**config.mk**
```make
export PLATFORM = sky130hd
export DESIGN_NAME = input_debouncer_flat
export DESIGN_NICKNAME = d
export VERILOG_FILES = /design/src/rtl/input_debouncer_pkg.sv /design/src/rtl/input_debouncer_if.sv /design/src/rtl/input_debouncer_sync_chain.sv /design/src/rtl/input_debouncer.sv /design/src/flat_wrapper.sv
export SDC_FILE = /design/constraint.sdc
export NUM_CORES = 1
export LEC_CHECK = 0
export CELL_PAD_IN_SITES_DETAIL_PLACEMENT = 1
export CELL_PAD_IN_SITES_GLOBAL_PLACEMENT = 2
export CORE_ASPECT_RATIO = 1.4
export CORE_MARGIN = 8
export CORE_UTILIZATION = 38
export DETAILED_ROUTE_END_ITERATION = 16
export DONT_BUFFER_PORTS = 1
export MAX_ROUTING_LAYER = met4
export PLACE_DENSITY_LB_ADDON = 0.1
export SYNTH_ARGS = -nofsm -noshare
export SYNTH_HDL_FRONTEND = slang
export SYNTH_HIERARCHICAL = 1
export SYNTH_SLANG_ARGS = --single-unit
```
**constraint.sdc**
```tcl
create_clock -name clk -period 1.95 [get_ports clk]
set_input_delay 0.2925 -clock clk [delete_from_list [all_inputs] [get_ports clk]]
set_output_delay 0.2925 -clock clk [all_outputs]
set_load 0.02 [all_outputs]
```
**src/rtl/input_debouncer_pkg.sv**
```systemverilog
// Shared definitions for the input debouncer: state encodings, reset level, helpers.
package input_debouncer_pkg;

    localparam int unsigned DB_STATE_W = 2;
    localparam logic        DB_RST_LEVEL = 1'b1;

    typedef enum logic [DB_STATE_W-1:0] {
        ST_HIGH      = 2'b00,
        ST_WAIT_LOW  = 2'b01,
        ST_LOW       = 2'b10,
        ST_WAIT_HIGH = 2'b11
    } db_state_t;

    // True in the two settled states, false while a change is being qualified.
    function automatic logic is_stable(input db_state_t st);
        return (st == ST_HIGH) || (st == ST_LOW);
    endfunction

endpackage

```
**src/rtl/input_debouncer_if.sv**
```systemverilog
// Raw level in, conditioned level and status out.
interface input_debouncer_if;
    logic raw_in;
    logic d_out;
    logic d_out_bar;
    logic stable;
    logic rise_pulse;
    logic fall_pulse;

    modport master (
        output raw_in,
        input  d_out, d_out_bar, stable, rise_pulse, fall_pulse
    );

    modport slave (
        input  raw_in,
        output d_out, d_out_bar, stable, rise_pulse, fall_pulse
    );
endinterface

```
**src/rtl/input_debouncer_sync_chain.sv**
```systemverilog
// N-flop synchronizer with asynchronous active-low reset to RST_VAL.
module sync_chain #(
    parameter int unsigned N       = 2,
    parameter logic        RST_VAL = 1'b1
) (
    input  logic clk,
    input  logic rst_n,
    input  logic i_d,
    output logic o_q
);

    logic [N-1:0] r_sync;

    // Shift the raw level through N flops toward o_q.
    always_ff @(posedge clk or negedge rst_n) begin
        if (!rst_n) begin
            r_sync <= {N{RST_VAL}};
        end else begin
            r_sync <= {r_sync[N-2:0], i_d};
        end
    end

    assign o_q = r_sync[N-1];

endmodule

```
**src/rtl/input_debouncer.sv**
```systemverilog
// Synchronizer plus counter-based debounce FSM producing a clean level and its complement.
// Optional feature: define DEBOUNCER_EDGE_EN to enable registered rise/fall pulses;
// otherwise the pulse outputs are tied to 0 and no edge flops exist.
module input_debouncer
    import input_debouncer_pkg::*;
#(
    parameter int unsigned SYNC_STAGES     = 2,
    parameter int unsigned DEBOUNCE_CYCLES = 4,
    parameter int unsigned CNT_W           = 16
) (
    input  logic                 clk,
    input  logic                 preset,
    input_debouncer_if.slave     db_if
);

    localparam logic [CNT_W-1:0] CNT_LAST = CNT_W'(DEBOUNCE_CYCLES - 1);

    logic             w_sync;
    db_state_t        r_state;
    db_state_t        w_state_nxt;
    logic [CNT_W-1:0] r_cnt;
    logic [CNT_W-1:0] w_cnt_nxt;
    logic             r_d_out;
    logic             r_d_out_bar;
    logic             r_stable;
    logic             w_d_out_nxt;
    logic             w_stable_nxt;

    sync_chain #(
        .N       (SYNC_STAGES),
        .RST_VAL (DB_RST_LEVEL)
    ) u_sync (
        .clk   (clk),
        .rst_n (preset),
        .i_d   (db_if.raw_in),
        .o_q   (w_sync)
    );

    // State, counter and output registers.
    always_ff @(posedge clk or negedge preset) begin
        if (!preset) begin
            r_state     <= ST_HIGH;
            r_cnt       <= '0;
            r_d_out     <= DB_RST_LEVEL;
            r_d_out_bar <= ~DB_RST_LEVEL;
            r_stable    <= 1'b1;
        end else begin
            r_state     <= w_state_nxt;
            r_cnt       <= w_cnt_nxt;
            r_d_out     <= w_d_out_nxt;
            r_d_out_bar <= ~w_d_out_nxt;
            r_stable    <= w_stable_nxt;
        end
    end

    // Next state and counter: qualify a new level, drop back on any reversal.
    always_comb begin
        w_state_nxt = r_state;
        w_cnt_nxt   = r_cnt;
        case (r_state)
            ST_HIGH: begin
                if (!w_sync) begin
                    w_state_nxt = ST_WAIT_LOW;
                    w_cnt_nxt   = '0;
                end
            end
            ST_WAIT_LOW: begin
                if (w_sync) begin
                    w_state_nxt = ST_HIGH;
                    w_cnt_nxt   = '0;
                end else if (r_cnt == CNT_LAST) begin
                    w_state_nxt = ST_LOW;
                    w_cnt_nxt   = '0;
                end else begin
                    w_cnt_nxt = r_cnt + CNT_W'(1);
                end
            end
            ST_LOW: begin
                if (w_sync) begin
                    w_state_nxt = ST_WAIT_HIGH;
                    w_cnt_nxt   = '0;
                end
            end
            ST_WAIT_HIGH: begin
                if (!w_sync) begin
                    w_state_nxt = ST_LOW;
                    w_cnt_nxt   = '0;
                end else if (r_cnt == CNT_LAST) begin
                    w_state_nxt = ST_HIGH;
                    w_cnt_nxt   = '0;
                end else begin
                    w_cnt_nxt = r_cnt + CNT_W'(1);
                end
            end
            default: begin
                w_state_nxt = ST_HIGH;
                w_cnt_nxt   = '0;
            end
        endcase
    end

    // Output decode of the next state; level only moves on entry to a settled state.
    always_comb begin
        w_d_out_nxt  = r_d_out;
        w_stable_nxt = is_stable(w_state_nxt);
        if (w_state_nxt == ST_HIGH) begin
            w_d_out_nxt = 1'b1;
        end else if (w_state_nxt == ST_LOW) begin
            w_d_out_nxt = 1'b0;
        end
    end

    assign db_if.d_out     = r_d_out;
    assign db_if.d_out_bar = r_d_out_bar;
    assign db_if.stable    = r_stable;

`ifdef DEBOUNCER_EDGE_EN
    logic r_rise;
    logic r_fall;

    // Edge pulses coincide with the cycle in which d_out first shows its new level.
    always_ff @(posedge clk or negedge preset) begin
        if (!preset) begin
            r_rise <= 1'b0;
            r_fall <= 1'b0;
        end else begin
            r_rise <= ~r_d_out & w_d_out_nxt;
            r_fall <= r_d_out & ~w_d_out_nxt;
        end
    end

    assign db_if.rise_pulse = r_rise;
    assign db_if.fall_pulse = r_fall;
`else
    assign db_if.rise_pulse = 1'b0;
    assign db_if.fall_pulse = 1'b0;
`endif

endmodule

```
**src/flat_wrapper.sv**
```systemverilog
// flat-port wrapper written by rule: the top's interface ports become plain ports
module input_debouncer_flat import input_debouncer_pkg::*;
#(
    parameter int unsigned SYNC_STAGES     = 2,
    parameter int unsigned DEBOUNCE_CYCLES = 4,
    parameter int unsigned CNT_W           = 16
)
  (clk, preset, db_if_raw_in, db_if_d_out, db_if_d_out_bar, db_if_stable, db_if_rise_pulse, db_if_fall_pulse);
  input_debouncer_if db_if_i ();
  input  logic clk;
  input  logic preset;
  input wire logic [$bits(db_if_i.raw_in)-1:0] db_if_raw_in;
  output wire logic [$bits(db_if_i.d_out)-1:0] db_if_d_out;
  output wire logic [$bits(db_if_i.d_out_bar)-1:0] db_if_d_out_bar;
  output wire logic [$bits(db_if_i.stable)-1:0] db_if_stable;
  output wire logic [$bits(db_if_i.rise_pulse)-1:0] db_if_rise_pulse;
  output wire logic [$bits(db_if_i.fall_pulse)-1:0] db_if_fall_pulse;
  assign db_if_i.raw_in = db_if_raw_in;
  assign db_if_d_out = db_if_i.d_out;
  assign db_if_d_out_bar = db_if_i.d_out_bar;
  assign db_if_stable = db_if_i.stable;
  assign db_if_rise_pulse = db_if_i.rise_pulse;
  assign db_if_fall_pulse = db_if_i.fall_pulse;
  input_debouncer #(.SYNC_STAGES(SYNC_STAGES), .DEBOUNCE_CYCLES(DEBOUNCE_CYCLES), .CNT_W(CNT_W)) u_core (.clk(clk), .preset(preset), .db_if(db_if_i));
endmodule
```
### Word-level counts from Yosys, hierarchy flattened

Cells that the tools add are included.

| word-level totals | value |
|---|---|
| register bits after elaboration | 23 |
| bits of input ports | 3 |
| word-level logic and storage cells | 34 |

| operators by class | value |
|---|---|
| $add $sub $neg | 1 |
| equality and inequality tests | 7 |
| muxes and demuxes | 15 |
| bitwise logic cells | 1 |
| reduce and logical (&&, ||, !) cells | 4 |

Operator list:

| operator | number |
|---|---|
| $mux W16 | 5 |
| $pmux W16 S4 | 1 |
| $add A16 B1 Y16 const B | 1 |
| $eq A16 B2 Y1 const B | 1 |
| $mux W2 | 6 |
| $pmux W2 S4 | 1 |
| $eq A2 B2 Y1 const B | 3 |
| $logic_not A2 Y1 | 2 |
| $ne A2 B2 Y1 const B | 2 |
| $eq A2 B1 Y1 const B | 1 |
| $mux W1 | 2 |
| $reduce_and A2 Y1 | 1 |
| $logic_or A1 B1 Y1 | 1 |
| $not A1 Y1 | 1 |

### Logic depth before layout (Yosys ltp)

Gate-level depths: netlist (run 1).

| depth | value |
|---|---|
| depth after elaboration | 8 |
| gate-level depth with buffers | 7 |

### Hierarchy

Netlist (run 1), hierarchy kept.

Modules (own cells, without submodules):

| module | instances | cells each | area an instance (um2) | seq. area each (um2) |
|---|---|---|---|---|
| input_debouncer | 1 | 122 | 1,117.3 | 528.0 |
| sync_chain | 1 | 2 | 52.6 | 52.6 |

### Worst setup path before layout (run 1)

OpenSTA, ideal clock, no wires.

| path | value |
|---|---|
| kind | register to register |
| from | register u_core.r_cnt[0] |
| to | register u_core.r_cnt[14] |
| data arrival time | 1,741 ps |
| required time | 1,881 ps |
| path slack | 140 ps |
| cell stages (with the launch flop) | 7 |
| buffers on the path | 0 |
| cell sequence | dfrtp_1 -> ha_1 -> nor4b_1 -> and4_4 -> or2_4 -> or4_1 -> nand3_1 |

| on the way | value |
|---|---|
| longest elaborated chain between the ends | 4 |

RTL lines:

| element | line | text |
|---|---|---|
| start: declaration | input_debouncer.sv:21 | `logic [CNT_W-1:0] r_cnt;` |
| start signal: assignment | input_debouncer.sv:49 | `r_cnt <= w_cnt_nxt;` |
| $add A16 B1 Y16 / $eq A16 B2 Y1 (equally long branches) | n/a |  |
| $mux W16 * | input_debouncer.sv:71, input_debouncer.sv:88 |  |
| $mux W16, on equally long branches | input_debouncer.sv:85, input_debouncer.sv:68 |  |
| $pmux W16 S4 * | input_debouncer.sv:60 | `case (r_state)` |

Every way passes the cells marked *; elsewhere a longest branch is shown, timed or not.
A chain may end at the register's enable or synchronous reset.

### Worst setup path after layout (run 1)

| path | value |
|---|---|
| from | register u_core.r_cnt[1] |
| to | register u_core.r_cnt[14] |

The elaborated chain is that of the path after synthesis.

==> metrics.txt, run 1 <==
outcome=finished, final reports clean; largest cells by area after synthesis=dfrtp_1, dfstp_2, nand2_1, nand3_1, o21ai_0; Max Cap Viol=0; Max-slew headroom=29.6%; Worst Hold Class=input port to register; ys async rst share=100%; Post-Syn Instances=124; initial antenna violation count=0; top cells by count, synth=dfrtp_1, nand2_1, nand3_1, o21ai_0; sequential fraction of the synthesis area=49.6%; global placement routability congestion=0.809; Post-Route WL=2.82 mm; CTS buffer count=3; critical path arrival=2080 ps; initial drt markers=25; largest net degree at the start of global routing=24; synthesis-stage register bit count=23; unrepaired setup endpoints after global routing=no; row count=24; Slew Limit Fails=0; busiest grt layer=met2; cell taking the most area after synthesis=dfrtp_1; CTS Sinks=23; Area Overhead vs Synth=10.1%; Top delay family on crit path=simple AND/OR/NAND/NOR gates; pwr dens=1040 nW/um^2; Setup crit start kind=register; routed via count=927; Mapped Area=1170 um^2; dominant synthesized flop cell=dfrtp_1; Post-DP HPWL=2.01 mm; Worst Setup Path Type=register to register; Clock Skews=2.74 ps; Setup crit end kind=register; crit path time final=1880 ps; Clock Tree Buf Depth=2; Detailed Routing Iterations Pass 1=4; Worst Hold Margin=21.4 ps; maximum vdd drop=0.472 mV; Avg Synthesized Cell Area=9.43 um^2; fill cell count=352; crit-path cells=ha_1 -> nor4b_1 -> and4_4 -> or2_4 -> or4_1 -> nand3_1; Die Y=81.7 um; final hold viol count=0; Remaining DRCs=0; Vias/cell=5.49; PortBufs=0; wire per inst=16.7 um; die width=62.9 um; CTS tree=built; n_diodes=0; Unique masters post-synth=41; Worst Tran Pin Value=1050 ps; later-pin clock latency in the skew report=260 ps; final setup fails=0; clock transition at the registers of the reported paths=80 ps; number of I/O pins=8; Worst path max stage delay=470 ps; Slowest cell on crit path=or4_1; count leader, synth=dfrtp_1; top-area cell type share of the netlist area=40.6%; core box area=3030 um^2; GRT overflow=0; first-pass GRT wire length=4.66 mm; Post-synth EDFFs=0; WP data required=2150 ps; CTS root buf=clkbuf_8; layout cell share with drive strength beyond 1=15.4%; GRT met3 Usage=1.91%; met1 Usage GRT=11.8%; H-tree depth=1; synth warn=6; Buf+Inv Stages, Crit Path=0; Leak Pwr=0.556 nW; Final Util=42.5%; NumNets Final=135; die area=5140 um^2; crit share post-route=96.2%; GR Util met2=22.1%; Achievable Freq=533 MHz; CP Max Fanout=7; Routed Antenna Nets=0; GRT Total Usage=11.8%; number of global-route vias before repair=986; starting density of the core=38.6%
-- registers in the layout, indices dropped and copies added, names as in the netlist, named ones only --
| signal | flops |
|---|---|
| u_core/db_if.stable | 1 |
| u_core/r_state | 2 |
| u_core/u_sync/r_sync | 2 |
| u_core/db_if.d_out_bar | 1 |
| u_core/r_cnt | 16 |
-- layout make-up --
class | count | area (um^2) | area share [%]
Clock inverter | 1 | 5.00 | 0.389
Inverter | 3 | 11.3 | 0.875
Multi-Input combinational cell | 94 | 553 | 43.0
Timing Repair Buffer | 6 | 47.5 | 3.69
Clock buffer | 3 | 41.3 | 3.21
Sequential cell | 23 | 581 | 45.1
Tap cell | 39 | 48.8 | 3.79
-- worst paths after layout --
kind | startpoint | end | slack [ps] | depth (start not counted)
worst min-delay path | db_if_raw_in | u_core/u_sync/r_sync[0] | 20 | 0
worst max register to register | u_core/r_cnt[1] | u_core/r_cnt[14] | 70 | 6
min in group asynchronous | preset | u_core/r_cnt[8] | 660 | 1
max in group asynchronous | preset | u_core/r_cnt[5] | 650 | 1
worst max-delay path | u_core/r_cnt[1] | u_core/r_cnt[14] | 70 | 6
worst min register to register | u_core/u_sync/r_sync[0] | u_core/u_sync/r_sync[1] | 360 | 0
-- per-layer routing --
metal  part of all wire [%]  vias up
met2                     53        9
li1                       -      452
met3                    1.8        4
met4                    1.6        0
met1                     43      462
met5                      0        -
-- cell families after synthesis --
logic type	after synthesis	synth area share, %
compound gates	26	13.5
buf+inv	9	4.60
simple gates	59	26.4
mux	1	0.856
other cells	1	0.321
flops	23	49.6
xor+xnor	4	3.64
fa+ha+maj	1	1.07
-- metrics by stage --
step | TNS (ps) | cell area, um^2 | power, mW | setup slack (ps) | cells
2_1_floorplan | 0 | 1170 | 0.906 | 140 | 125
3_3_place_gp | -9.08 | 1210 | 0.998 | -7.95 | 162
4_1_cts | 0 | 1270 | 1.33 | 29.9 | 167
5_1_grt | 0 | 1290 | 1.42 | 19.2 | 169
3_5_place_dp | -563 | 1210 | 1.01 | -91.0 | 162
6_report | 0 | 1290 | 1.34 | 73.6 | 169
-- repair_timing --
action                                 in CTS  in global routing
hold buffers                                1                  0
setup endpoints to repair                  10                  2
pin swaps                                   0                  1
endpoints found under the hold margin      23                  0
gates resized for setup                     1                  1
cloned                                      0                  1
buffers inserted                            0                  1
-- worst reg2reg max path, stage by stage, from the launching register on --
cell and delay [ps]:
dfrtp_1 420, ha_1 210, nor4b_1 150, and4_4 220
or2_4 280, or4_1 470, nand3_1 90
-- power breakdown --
group,switching (mW),internal [mW]
Sequential,0.0759,0.549
Clock,0.151,0.142
Combinational,0.261,0.156
Total,0.489,0.847
-- placed cells by master, fill, tap and decap left out, types with 2 or more instances in the layout --
| cell | synthesis | routed |
|---|---|---|
| nor4_1 | 3 | 3 |
| xor2_1 | 2 | 2 |
| dfstp_2 | 4 | 4 |
| o211ai_1 | 2 | 2 |
| and3_1 | 5 | 5 |
| nor3_1 | 3 | 3 |
| o21ai_0 | 7 | 7 |
| nand2b_1 | 2 | 2 |
| buf_4 | 3 | 5 |
| nand3_1 | 8 | 8 |
| a31oi_1 | 4 | 4 |
| nand2_1 | 17 | 17 |
| conb_1 | 1 | 2 |
| inv_1 | 3 | 3 |
| or2_2 | 1 | 2 |
| nand4_1 | 3 | 3 |
| or3_1 | 4 | 4 |
| a21oi_1 | 6 | 6 |
| clkbuf_8 | 0 | 3 |
| nor2_1 | 6 | 5 |
| dfrtp_1 | 19 | 19 |
Note: power is estimated with default switching activity, not from simulation.
==> inputs of run 2 (changes only) <==
--- a/config.mk
+++ b/config.mk
@@ -5,11 +5,11 @@
 export SDC_FILE = /design/constraint.sdc
 export NUM_CORES = 1
 export LEC_CHECK = 0
-export CELL_PAD_IN_SITES_DETAIL_PLACEMENT = 1
-export CELL_PAD_IN_SITES_GLOBAL_PLACEMENT = 2
+export CELL_PAD_IN_SITES_DETAIL_PLACEMENT = 0
+export CELL_PAD_IN_SITES_GLOBAL_PLACEMENT = 1
 export CORE_ASPECT_RATIO = 1.4
 export CORE_MARGIN = 8
-export CORE_UTILIZATION = 38
+export CORE_UTILIZATION = 47
 export DETAILED_ROUTE_END_ITERATION = 16
 export DONT_BUFFER_PORTS = 1
 export MAX_ROUTING_LAYER = met4
==> metrics.txt, run 2 (same netlist as run 1, synthesis figures left out) <==
n_diodes=0 (unchanged); Die Y=75.0 um (-8.1%); CTS Sinks=23 (unchanged); Post-Route Setup TNS=0 ps (unchanged); Worst Hold Class=register to register; NumNets Final=139 (+3.0%); Worst Setup Path Type=register to register; Vias/cell=5.59 (+1.9%); clock transition at the registers of the reported paths=120 ps (+40 ps); Placed Cells=159 (-1.9%); Switching Share=35.6% (-0.94 points); Max Cap Viol=0 (unchanged); fill cell count=227 (-36%); Comb power frac=33.2% (+2.0 points); Routed Antenna Nets=0 (unchanged); die width=58.2 um (-7.5%); switching power total=0.448 mW (-8.3%); min-delay src=u_core/u_sync/r_sync[0]; commonest non-fill, non-tap cells in the layout=dfrtp_1, nand2_1, buf_4; Post-DP HPWL=1.71 mm (-15%); GRT overflow=0 (unchanged); Area Overhead vs Synth=10.3%; crit path launch=u_core/r_cnt[0]; outcome=finished, final reports clean; later-pin clock latency in the skew report=300 ps (+40 ps); Clock Tree Buf Depth=2 (unchanged); Top reg by flops=u_core/r_cnt; row count=21 (-13%); Seq pwr share=49.8% (+3.0 points); Leak Pwr=0.567 nW (+1.9%); Slowest cell on crit path=or4_1; core box area=2390 um^2 (-21%); final setup fails=0 (unchanged); Buf+Inv Stages, Crit Path=0 (unchanged); Setup crit start kind=register; busiest grt layer=met2; PortBufs=0 (unchanged); pwr dens=974 nW/um^2 (-6.1%); biggest registers after layout=u_core/r_cnt: 16 flops, u_core/r_state: 2 flops, u_core/u_sync/r_sync: 2 flops; GRT met3 Usage=2.56% (+0.65 points); unrepaired setup endpoints after global routing=no; Post-Route WL=2.37 mm (-16%); met1 Usage GRT=12.8% (+1.0 points); routed via count=939 (+1.3%); number of global-route vias before repair=919 (-6.8%); internal power=0.809 mW (-4.5%); Top delay family on crit path=simple AND/OR/NAND/NOR gates; dpl cell area=1220 um^2 (+0.72%); most common cell after layout, fill and taps aside=dfrtp_1; number of I/O pins=8 (unchanged); Detailed Routing Iterations Pass 1=4 (unchanged); Critical R2R Launch=u_core/r_cnt[0]; Achievable Freq=531 MHz (-0.31%); Remaining DRCs=0 (unchanged); CTS tree=built; Clock power frac=17.0% (-5.0 points); final hold viol count=0 (unchanged); die area=4360 um^2 (-15%); crit share post-route=96.5% (+0.30 points); Clock Skews=10.7 ps (+7.97 ps); post-route cell area=1290 um^2 (+0.19%); largest net degree at the start of global routing=24 (unchanged); crit-path cells=ha_1 -> nor4b_1 -> and4_4 -> or2_4 -> or4_1 -> nand3_1; starting density of the core=48.9% (+10 points); WP data required=2190 ps (+40 ps); global placement routability congestion=0.805 (-0.48%); non-filler cells, final=168 (-0.59%); Worst path max stage delay=470 ps (about the same); critical path arrival=2120 ps (+40 ps); Max-slew headroom=35.0% (+5.4 points); CTS buffer count=3 (unchanged); Slew Limit Fails=0 (unchanged); initial antenna violation count=0 (unchanged); GR Util met2=21.4% (-0.70 points); Setup crit end kind=register; GRT Total Usage=12.3% (+0.50 points); CP Max Fanout=12 (+5); max reg flops=16 (unchanged); wire per inst=14.1 um (-16%); layout cell share with drive strength beyond 1=16.4% (+1.0 points); maximum vdd drop=0.557 mV (+18%); CTS root buf=clkbuf_4; crit path time final=1880 ps (+5.90 ps); first-pass GRT wire length=4.06 mm (-13%); Worst Tran Pin Value=972 ps (-80.6 ps); H-tree depth=1 (unchanged); initial drt markers=41 (+64%)
==> run 2: changes by cell type in the layout (fill, tap and decap cells not counted) <==
cell and change:
buf_4 +4, clkbuf_4 +3, clkbuf_8 -3, clkbuf_1 +1, clkinv_2 -1, dlygate4sd3_1 +1
nor2_2 +1, nor2_4 -1, or2_2 -1
==> run 2: routing by layer <==
layer / up-vias / wire, um
li1: 461 / -
met1: 462 / 1040
met2: 14 / 1220
met3: 2 / 88
met4: 0 / 20
met5: - / 0
==> run 2: power by group through the flow <==
stage / clock (mW) / combinational (mW) / sequential (mW)
detailed placement: 0 / 0.368 / 0.636
floorplan: 0 / 0.280 / 0.627
finish: 0.213 / 0.417 / 0.626
global route: 0.233 / 0.471 / 0.632
global placement: 0 / 0.361 / 0.633
CTS: 0.225 / 0.386 / 0.627
==> run 2: stage by stage <==
| step | power (mW) | hold slack [ps] | setup WS, ps | utilization [%] |
|---|---|---|---|---|
| floorplan | 0.906 | -3.09 | 140 | - |
| finish | 1.26 | 367 | 67.7 | 54.0 |
| detailed placement | 1.00 | -2.37 | -3.36 | 51.0 |
| global route | 1.34 | 370 | 4.57 | 54.0 |
| CTS | 1.24 | 369 | 45.1 | 53.0 |
| global placement | 0.994 | -2.38 | 36.5 | 51.0 |
==> run 2: path summary, 6_finish.rpt <==
path | cells after the start | slack (ps) | endpoint
max in group asynchronous | 1 | 780 | u_core/r_cnt[15]
worst max register to register | 6 | 70 | u_core/r_cnt[14]
worst min-delay path | 0 | 370 | u_core/u_sync/r_sync[1]
worst max-delay path | 6 | 70 | u_core/r_cnt[14]
min in group asynchronous | 1 | 570 | u_core/r_cnt[5]
worst min register to register | 0 | 370 | u_core/u_sync/r_sync[1]
==> run 2: worst register-to-register path, stage by stage, from the launching register on <==
cell and delay, ps:
dfrtp_1 410, ha_1 210, nor4b_1 140, and4_4 210
or2_4 290, or4_1 470, nand3_1 90
==> run 2: layout make-up <==
cell class                 count  area [um^2]  share of cell area [%]
tap                           34         42.5                    3.30
multi-input combinational     93          542                    42.0
sequential                    23          581                    45.0
clock buffer                   4         26.3                    2.04
inverter                       3         11.3                   0.873
timing repair buffer          11         87.6                    6.79
==> run 2: timing repair <==
item                       4_1_cts  5_1_grt
hold buffers                     2        0
pin swaps                        0        1
gates resized for setup          1        0
buffers inserted                 0        3
hold endpoints to repair        24        0
setup endpoints to repair        4        1
